[src/rtl/alu_cmd_sequencer_if.sv]
// Command, ALU and result bundle for the ALU issue stage.
// slave  : the sequencer's view (accepts commands, drives the ALU, offers results).
// master : the surrounding environment's view (command source, external ALU, result sink).
// Ports:
//   cmd_valid/cmd_ready/cmd_a/cmd_b/cmd_op   command channel, valid/ready
//   alu_a/alu_b/alu_op/alu_result            link to the external combinational ALU
//   res_valid/res_ready/res_data/res_op      result channel, valid/ready
//   busy                                     work pending anywhere in the stage
//   res_zero                                 only with ALU_SEQ_ZERO_FLAG_EN: registered (res_data == 0)
interface alu_cmd_sequencer_if #(
  parameter int W = 4
);
  logic         cmd_valid;
  logic         cmd_ready;
  logic [W-1:0] cmd_a;
  logic [W-1:0] cmd_b;
  logic [2:0]   cmd_op;

  logic [W-1:0] alu_a;
  logic [W-1:0] alu_b;
  logic [2:0]   alu_op;
  logic [W-1:0] alu_result;

  logic         res_valid;
  logic         res_ready;
  logic [W-1:0] res_data;
  logic [2:0]   res_op;

  logic         busy;
`ifdef ALU_SEQ_ZERO_FLAG_EN
  logic         res_zero;
`endif

  modport slave (
    input  cmd_valid, cmd_a, cmd_b, cmd_op,
    output cmd_ready,
    output alu_a, alu_b, alu_op,
    input  alu_result,
    output res_valid, res_data, res_op,
    input  res_ready,
`ifdef ALU_SEQ_ZERO_FLAG_EN
    output res_zero,
`endif
    output busy
  );

  modport master (
    output cmd_valid, cmd_a, cmd_b, cmd_op,
    input  cmd_ready,
    input  alu_a, alu_b, alu_op,
    output alu_result,
    input  res_valid, res_data, res_op,
    output res_ready,
`ifdef ALU_SEQ_ZERO_FLAG_EN
    input  res_zero,
`endif
    input  busy
  );
endinterface

[src/rtl/alu_cmd_sequencer.sv]
// Purpose: FIFO-buffered issue stage feeding an external combinational ALU, registered result out.
// Latency: command pushed at edge N issues at edge N+1 (empty FIFO, free sink); result seen cycle N+2.
// Backpressure: res_ready low freezes the result register and ALU head; cmd_ready = !full only.
//
// Ports:
//   clk    rising-edge clock
//   rst_n  asynchronous active-low reset (assert async, release expected synchronous)
//   bus    alu_cmd_sequencer_if.slave: command channel in, ALU link, result channel out, busy
// Parameters:
//   W      operand/result width, must match the external ALU
//   DEPTH  command FIFO entries, power of two, >= 2
// Optional feature macro: ALU_SEQ_ZERO_FLAG_EN adds bus.res_zero, a registered (res_data == 0).
module alu_cmd_sequencer #(
  parameter int W     = 4,
  parameter int DEPTH = 4
) (
  input  logic               clk,
  input  logic               rst_n,
  alu_cmd_sequencer_if.slave bus
);

  localparam int AW = $clog2(DEPTH);
  localparam logic [AW:0] PTR_ONE = {{AW{1'b0}}, 1'b1};

  typedef struct packed {
    logic [2:0]   op;
    logic [W-1:0] a;
    logic [W-1:0] b;
  } cmd_t;

  // Derived view of the stage; nothing here is stored, it is decoded from
  // FIFO occupancy, the result register and the sink's ready.
  typedef enum logic [1:0] {
    IDLE  = 2'd0,
    RUN   = 2'd1,
    DRAIN = 2'd2,
    STALL = 2'd3
  } state_t;

  cmd_t          mem [DEPTH];
  logic [AW:0]   wr_ptr;
  logic [AW:0]   rd_ptr;
  logic          res_valid_q;
  logic [W-1:0]  res_data_q;
  logic [2:0]    res_op_q;
`ifdef ALU_SEQ_ZERO_FLAG_EN
  logic          res_zero_q;
`endif

  logic   empty;
  logic   full;
  logic   push;
  logic   issue;
  cmd_t   head;
  cmd_t   cmd_in;
  state_t state;

  // Extra pointer MSB tells full from empty when the index bits match.
  assign empty = (wr_ptr == rd_ptr);
  assign full  = (wr_ptr[AW] != rd_ptr[AW]) && (wr_ptr[AW-1:0] == rd_ptr[AW-1:0]);

  always_comb begin
    state = IDLE;
    if (empty) begin
      state = res_valid_q ? DRAIN : IDLE;
    end else if (res_valid_q && !bus.res_ready) begin
      state = STALL;
    end else begin
      state = RUN;
    end
  end

  // Push ignores a same-cycle pop: ready is a pure function of full.
  assign push  = bus.cmd_valid && !full;
  assign issue = (state == RUN);

  assign cmd_in = '{op: bus.cmd_op, a: bus.cmd_a, b: bus.cmd_b};

  // The ALU sees the FIFO head, forced to zero when nothing is queued so the
  // combinational ALU never chews on a stale entry.
  always_comb begin
    head = '0;
    if (!empty) begin
      head = mem[rd_ptr[AW-1:0]];
    end
  end

  assign bus.alu_a  = head.a;
  assign bus.alu_b  = head.b;
  assign bus.alu_op = head.op;

  // Storage needs no reset: an entry is only observed between push and pop.
  always_ff @(posedge clk) begin
    if (push) begin
      mem[wr_ptr[AW-1:0]] <= cmd_in;
    end
  end

  always_ff @(posedge clk or negedge rst_n) begin
    if (!rst_n) begin
      wr_ptr      <= '0;
      rd_ptr      <= '0;
      res_valid_q <= 1'b0;
      res_data_q  <= '0;
      res_op_q    <= '0;
`ifdef ALU_SEQ_ZERO_FLAG_EN
      res_zero_q  <= 1'b0;
`endif
    end else begin
      if (push) begin
        wr_ptr <= wr_ptr + PTR_ONE;
      end
      if (issue) begin
        // Capture the ALU output for the head and retire the head in one edge.
        rd_ptr      <= rd_ptr + PTR_ONE;
        res_valid_q <= 1'b1;
        res_data_q  <= bus.alu_result;
        res_op_q    <= head.op;
`ifdef ALU_SEQ_ZERO_FLAG_EN
        res_zero_q  <= (bus.alu_result == '0);
`endif
      end else if (res_valid_q && bus.res_ready) begin
        // Data and tag stay put; only the valid drops once consumed.
        res_valid_q <= 1'b0;
      end
    end
  end

  assign bus.cmd_ready = !full;
  assign bus.res_valid = res_valid_q;
  assign bus.res_data  = res_data_q;
  assign bus.res_op    = res_op_q;
  assign bus.busy      = (state != IDLE);
`ifdef ALU_SEQ_ZERO_FLAG_EN
  assign bus.res_zero  = res_zero_q;
`endif

endmodule

[src/flat_wrapper.sv]
// flat-port wrapper written by rule: the top's interface ports become plain ports
module alu_cmd_sequencer_flat 
#(
  parameter int W     = 4,
  parameter int DEPTH = 4
)
  (clk, rst_n, bus_cmd_valid, bus_cmd_a, bus_cmd_b, bus_cmd_op, bus_cmd_ready, bus_alu_a, bus_alu_b, bus_alu_op, bus_alu_result, bus_res_valid, bus_res_data, bus_res_op, bus_res_ready, bus_busy);
  alu_cmd_sequencer_if #(.W(W)) bus_i ();
  input  logic clk;
  input  logic rst_n;
  input wire logic [$bits(bus_i.cmd_valid)-1:0] bus_cmd_valid;
  input wire logic [$bits(bus_i.cmd_a)-1:0] bus_cmd_a;
  input wire logic [$bits(bus_i.cmd_b)-1:0] bus_cmd_b;
  input wire logic [$bits(bus_i.cmd_op)-1:0] bus_cmd_op;
  output wire logic [$bits(bus_i.cmd_ready)-1:0] bus_cmd_ready;
  output wire logic [$bits(bus_i.alu_a)-1:0] bus_alu_a;
  output wire logic [$bits(bus_i.alu_b)-1:0] bus_alu_b;
  output wire logic [$bits(bus_i.alu_op)-1:0] bus_alu_op;
  input wire logic [$bits(bus_i.alu_result)-1:0] bus_alu_result;
  output wire logic [$bits(bus_i.res_valid)-1:0] bus_res_valid;
  output wire logic [$bits(bus_i.res_data)-1:0] bus_res_data;
  output wire logic [$bits(bus_i.res_op)-1:0] bus_res_op;
  input wire logic [$bits(bus_i.res_ready)-1:0] bus_res_ready;
  output wire logic [$bits(bus_i.busy)-1:0] bus_busy;
  assign bus_i.cmd_valid = bus_cmd_valid;
  assign bus_i.cmd_a = bus_cmd_a;
  assign bus_i.cmd_b = bus_cmd_b;
  assign bus_i.cmd_op = bus_cmd_op;
  assign bus_cmd_ready = bus_i.cmd_ready;
  assign bus_alu_a = bus_i.alu_a;
  assign bus_alu_b = bus_i.alu_b;
  assign bus_alu_op = bus_i.alu_op;
  assign bus_i.alu_result = bus_alu_result;
  assign bus_res_valid = bus_i.res_valid;
  assign bus_res_data = bus_i.res_data;
  assign bus_res_op = bus_i.res_op;
  assign bus_i.res_ready = bus_res_ready;
  assign bus_busy = bus_i.busy;
  alu_cmd_sequencer #(.W(W), .DEPTH(DEPTH)) u_core (.clk(clk), .rst_n(rst_n), .bus(bus_i));
endmodule
[config.mk]
export PLATFORM = sky130hd
export DESIGN_NAME = alu_cmd_sequencer_flat
export DESIGN_NICKNAME = d
export VERILOG_FILES = /design/src/rtl/alu_cmd_sequencer_if.sv /design/src/rtl/alu_cmd_sequencer.sv /design/src/flat_wrapper.sv
export SDC_FILE = /design/constraint.sdc
export NUM_CORES = 1
export LEC_CHECK = 0
export ABC_AREA = 1
export ABC_CLOCK_PERIOD_IN_PS = 4500
export CAP_MARGIN = 20
export CORE_MARGIN = 2
export CORE_UTILIZATION = 45
export DETAILED_ROUTE_END_ITERATION = 7
export HOLD_SLACK_MARGIN = 0.08
export PLACE_DENSITY = 0.69
export SLEW_MARGIN = 20
export SYNTH_ARGS = -nofsm -noshare
export SYNTH_HDL_FRONTEND = slang
export SYNTH_SLANG_ARGS = --single-unit
[constraint.sdc]
create_clock -name clk -period 4.5 [get_ports clk]
set_input_delay 0.9 -clock clk [delete_from_list [all_inputs] [get_ports clk]]
set_output_delay 0.9 -clock clk [all_outputs]
set_load 0.01 [all_outputs]
==> qor.yml, run 1 <==
insertion_delay_ps: 340
root_buffer: "clkbuf_8"
vias: 1766
drt-total-wl_um: 4780
overflow: 0
diodes: 0
setup_viol: 0
hold_path.class: "flop to flop"
start_util: 0.467
fin_skew_ps: 7.00
syn_area_sq_um: 2570
fill_cells: 458
globalplace.congestion: 0.740
grt_max_degree: 27
antenna_found_initial: 0
cts_buffers: 9
clockBufferDepth: 2
dieArea_sq_um: 6330
route.detailed.drc: 0
cts.sinks: 58
syn_inst: 252
hold_viol_final: 0
slew_headroom: 0.271
drv_cap: 0
timing.fmax_mhz: 280
drive_gt1_frac: 0.0912
dp_slack_ps: 1270
worstPathArrival_ps: 2670
clk_pin_slew_ps: 70
yosys_warnings: 0
regArea_sq_um: 1670
wl_per_cell_um: 13.0
multi_input_area_sq_um: 704
ant_nets: 0
synth_area_per_cell_sq_um: 10.2
cts.repair.resized: 0
period_share: 0.794
crit_chain: "inv_4 > nand2_1 > nand2_2 > nand3_4 > or2_2 > clkdlybuf4s50_1"
worstMarginPinSlew_ps: 1090
status: "finished clean"
ir_drop_mv: 0.506
power.share.switching: 0.369
setup-tns-final_ps: 0
power.leakage_uw: 0.00138
drv_slew: 0
min_period_ps: 3570
num_io_pins: 40
die_y_um: 79.6
cp.required_ps: 3600
die_w_um: 79.6
post-dp-hpwl_um: 3020
grt_pass1_wl_um: 7950
grtUsageTotal: 0.173
h-tree-depth: 3
drt_pre_antenna_iters: 4
grt_pass1_vias: 1729
viasPerCell: 4.80
seq_area_frac_synth: 0.650
critical_path_class: "flop to primary output"
critical_path_buf_inv_count: 2
synth_nets: 276
crit_path_top_delay_cell: "dfrtp_1"
core_area_sq_um: 5510
io_buffer_count: 39
hold_ws_ps: 470
clockPowerShare: 0.224
row_count: 27
power_switching_uw: 856
cts_hold_buf: 0
ys_types: 21
worst_slack_ps: 928
power_frac_comb: 0.409
area_delta_synth_final_pct: 24.7
slowest_delay_ps: 680
worstSetupEndpointType: "primary output"
seqPwrFrac: 0.366
cpLargestDelayFamily: "buffers and inverters"
ys_ff_latch: 58
rsz0062_at_grt: "no"
critPathLaunchType: "flop"
layout.nets: 315
internal-power_uw: 1470
cts_tree: "built"
totalPowerFinal_uw: 2320
postCtsSetupRepairBufs: 0
cellPowerDensity_nw_per_um2: 725
drtIter0Drc: 64
cp_max_fo: 26
## routing by layer
metal  vias up  global-route usage  share of wire
li1        893                   -              -
met1       810               0.197           0.42
met2        56               0.276           0.49
met3         7              0.0747          0.074
met4         0              0.0897          0.014
met5         -                   0              0
## worst reg2reg max path, delay by kind of cell, from the launching register on
| kind | cells | cell delay, ps |
|---|---|---|
| buffers and inverters | 1 | 250 |
| and+or+nand+nor | 5 | 1350 |
| DFF | 1 | 880 |
## final cells by class
type / count / share of cell area
flip-flops and latches: 58 / 0.522
multi-input cells: 149 / 0.220
repair buffers: 39 / 0.122
inverters: 34 / 0.0406
clock buffers: 9 / 0.0387
clock inverters: 7 / 0.0293
well taps: 72 / 0.0281
## path summary, 6_finish.rpt
check	from	endpoint	slack, ps	cells past startpoint
worst max register to register	u_core.rd_ptr[0]$_DFFE_PN0N_	u_core.mem[1][6]$_DFFE_PP_	1650	6
min in group asynchronous	rst_n	u_core.wr_ptr[0]$_DFFE_PN0P_	950	1
max in group asynchronous	rst_n	u_core.bus.res_op[0]$_DFFE_PN0N_	3150	1
worst min-delay path	u_core.bus.res_op[0]$_DFFE_PN0N_	u_core.bus.res_op[0]$_DFFE_PN0N_	470	2
worst min register to register	u_core.bus.res_op[0]$_DFFE_PN0N_	u_core.bus.res_op[0]$_DFFE_PN0N_	470	2
worst max-delay path	u_core.rd_ptr[0]$_DFFE_PN0N_	bus_busy	930	6
## cells by family (layout without fill, tap and decap cells)
| kind of cell | Yosys count | in the layout | share of synthesized area |
|---|---|---|---|
| flip-flops | 58 | 58 | 0.650 |
| XOR/XNOR | 2 | 2 | 0.00682 |
| AND/OR/NAND/NOR | 118 | 118 | 0.193 |
| buffers and inverters | 45 | 89 | 0.0784 |
| AO/OA/AOI/OAI | 24 | 24 | 0.0467 |
| adder cells (fa/ha/maj) | 5 | 5 | 0.0243 |
## placed cells by master (no fill, tap or decap)
master,count
nand2_1,65
edfxtp_1,44
clkdlybuf4s50_1,39
inv_1,32
nor2_1,25
nand3_1,19
o21ai_0,19
dfrtp_1,14
clkbuf_8,9
o21ai_1,5
ha_1,5
nand2_2,3
nor2_2,3
xor2_1,2
clkinv_2,2
bufinv_16,2
clkinvlp_4,2
inv_2,1
inv_4,1
nand3_4,1
nand3_2,1
or2_2,1
clkinv_4,1
## state kept, by name (all words and copies together) (netlist names)
name and count:
u_core.bus.res_op 3, u_core.bus.res_data 4, u_core.mem 44, u_core.wr_ptr 3
u_core.rd_ptr 3, u_core.bus.res_valid 1
## through the flow
step	utilization	instance area, sq um	cells
final	0.582	3200	368
after global routing	0.582	3200	368
after CTS	0.581	3200	368
after detailed placement	0.541	2980	352
after global placement	0.541	2980	352
after floorplan	-	2570	252
## power groups by stage
stage	Sequential, uW	Combinational (uW)	Clock [uW]
2_1_floorplan	815	623	0
3_3_place_gp	861	930	0
5_1_grt	870	1080	563
3_5_place_dp	864	951	0
4_1_cts	852	959	535
6_report	850	951	521
## synthesized netlist by cell type
library cell | number | area (sq um)
inv_2 | 1 | 3.75
o21ai_0 | 19 | 95.1
inv_1 | 32 | 120
buf_2 | 3 | 15.0
o21ai_1 | 5 | 25.0
edfxtp_1 | 44 | 1320
nand3_2 | 1 | 10.0
clkbuf_1 | 1 | 3.75
buf_1 | 2 | 7.51
ha_1 | 5 | 62.6
buf_4 | 3 | 22.5
or2_2 | 1 | 6.26
nand2_1 | 65 | 244
dfrtp_1 | 14 | 350
nand2_2 | 3 | 18.8
inv_4 | 1 | 6.26
nand3_4 | 1 | 17.5
buf_6 | 2 | 22.5
nand3_1 | 19 | 95.1
xor2_1 | 2 | 17.5
nor2_1 | 28 | 105
Power figures use the tool's default switching activity.
==> inputs of run 2 (changes only) <==
- ABC_CLOCK_PERIOD_IN_PS: 4500 -> 3390
- clock period: 4.5 -> 3.39 ns (I/O delays scaled with it)
==> qor.yml, run 2 (synthesized netlist as in run 1, its figures left out) <==
ant_nets: 0
die_w_um: 79.6
timing.fmax_mhz: 336
power.leakage_uw: 0.00139
final_util: 0.578
power.share.switching: 0.380
h-tree-depth: 3
critical_path_class: "flop to primary output"
fill_cells: 490
drive_gt1_frac: 0.0861
cts_hold_buf: 0
cts.repair.resized: 0
seqPwrFrac: 0.362
internal-power_uw: 1820
cp.required_ps: 2710
hold_path.class: "flop to flop"
setup-tns-final_ps: 0
power_frac_comb: 0.463
start_util: 0.467
largest_reg_flops: 44
grt_max_degree: 26
cts_buffers: 9
drt_pre_antenna_iters: 4
crit_path_top_delay_cell: "clkdlybuf4s50_1"
cellPowerDensity_nw_per_um2: 922
overflow: 0
critical_path_buf_inv_count: 2
fin_skew_ps: 6.62
cts_tree: "built"
grtUsageTotal: 0.172
core_area_sq_um: 5510
min_period_ps: 2980
drv_cap: 0
crit_chain: "buf_4 > nand2_1 > nand2_2 > nand3_4 > or2_2 > clkdlybuf4s50_1"
row_count: 27
drt-total-wl_um: 4810
num_io_pins: 40
antenna_found_initial: 0
dieArea_sq_um: 6330
ir_drop_mv: 0.473
final_common_cell: "nand2_1"
slew_headroom: 0.572
clockPowerShare: 0.175
worstPathArrival_ps: 2300
slowest_delay_ps: 480
setup_viol: 0
status: "finished clean"
postCtsSetupRepairBufs: 0
regArea_sq_um: 1670
worstSetupEndpointType: "primary output"
rsz0062_at_grt: "no"
insertion_delay_ps: 330
clockBufferDepth: 2
wl_per_cell_um: 12.9
io_buffer_count: 39
multi_input_area_sq_um: 697
cpLargestDelayFamily: "simple AND/OR/NAND/NOR gates"
viasPerCell: 4.77
hold_viol_final: 0
diodes: 0
root_buffer: "clkbuf_8"
clk_pin_slew_ps: 70
period_share: 0.879
layout.nets: 321
post-dp-hpwl_um: 3120
worstMarginPinSlew_ps: 640
globalplace.congestion: 0.732
route.detailed.drc: 0
mostFrequentLayoutCells: "nand2_1 (65), edfxtp_1 (44), clkdlybuf4s50_1 (39)"
critPathLaunchType: "flop"
drv_slew: 0
area_delta_synth_final_pct: 23.9
grt_pass1_wl_um: 8090
cp_max_fo: 25
grt_pass1_vias: 1755
vias: 1783
cts.sinks: 58
drtIter0Drc: 147
power_switching_uw: 1120
die_y_um: 79.6
run 2: cell types whose count changed in the layout (fill, tap and decap cells not counted), moves of 2 or more:
cell	change
bufinv_16	-2
nor2_2	-3
buf_4	+6
nor2_1	+3
clkinv_1	+4
run 2: layout make-up:
type / instances / area share
multi-input cells: 149 / 0.219
flip-flops and latches: 58 / 0.525
clock inverters: 7 / 0.0114
repair buffers: 45 / 0.137
inverters: 34 / 0.0409
clock buffers: 9 / 0.0389
well taps: 72 / 0.0283
run 2: worst paths after layout:
kind	startpoint	end	slack (ps)	depth (start not counted)
hold / removal	u_core.bus.res_data[2]$_DFFE_PN0N_	u_core.bus.res_data[2]$_DFFE_PN0N_	470	2
setup / recovery	u_core.rd_ptr[0]$_DFFE_PN0N_	bus_busy	410	6
min in group asynchronous	rst_n	u_core.bus.res_data[2]$_DFFE_PN0N_	750	1
max in group asynchronous	rst_n	u_core.bus.res_data[1]$_DFFE_PN0N_	2230	1
hold reg to reg	u_core.bus.res_data[2]$_DFFE_PN0N_	u_core.bus.res_data[2]$_DFFE_PN0N_	470	2
setup reg to reg	u_core.rd_ptr[0]$_DFFE_PN0N_	u_core.mem[1][8]$_DFFE_PP_	1660	7
run 2: routing by layer:
metal	vias up	global-route usage	part of all wire
met5	-	0	0
met3	5	0.0452	0.052
li1	905	-	-
met4	0	0.0776	0.0091
met1	827	0.214	0.46
met2	46	0.283	0.48
run 2: tightest hold or removal path, delay by kind of cell, from the launching register on:
| family | cells | cell delay, ps |
|---|---|---|
| DFF | 1 | 340 |
| and+or+nand+nor | 2 | 100 |
run 2: power by group through the flow:
stage	Sequential [uW]	Clock (uW)	Combinational [uW]
after CTS	1060	531	1380
final	1060	513	1360
after global routing	1080	563	1550
after global placement	1070	0	1340
after floorplan	1080	0	826
after detailed placement	1080	0	1370
run 2: per-stage QoR:
stage | cell area [sq um] | hold WS, ps | setup WS, ps | total power, uW | instances
floorplan | 2570 | 382 | 1620 | 1910 | 252
global placement | 3020 | 453 | 808 | 2410 | 358
detailed placement | 3020 | 457 | 749 | 2450 | 358
CTS | 3180 | 473 | 382 | 2980 | 374
global route | 3180 | 492 | 242 | 3200 | 374
finish | 3180 | 469 | 411 | 2940 | 374
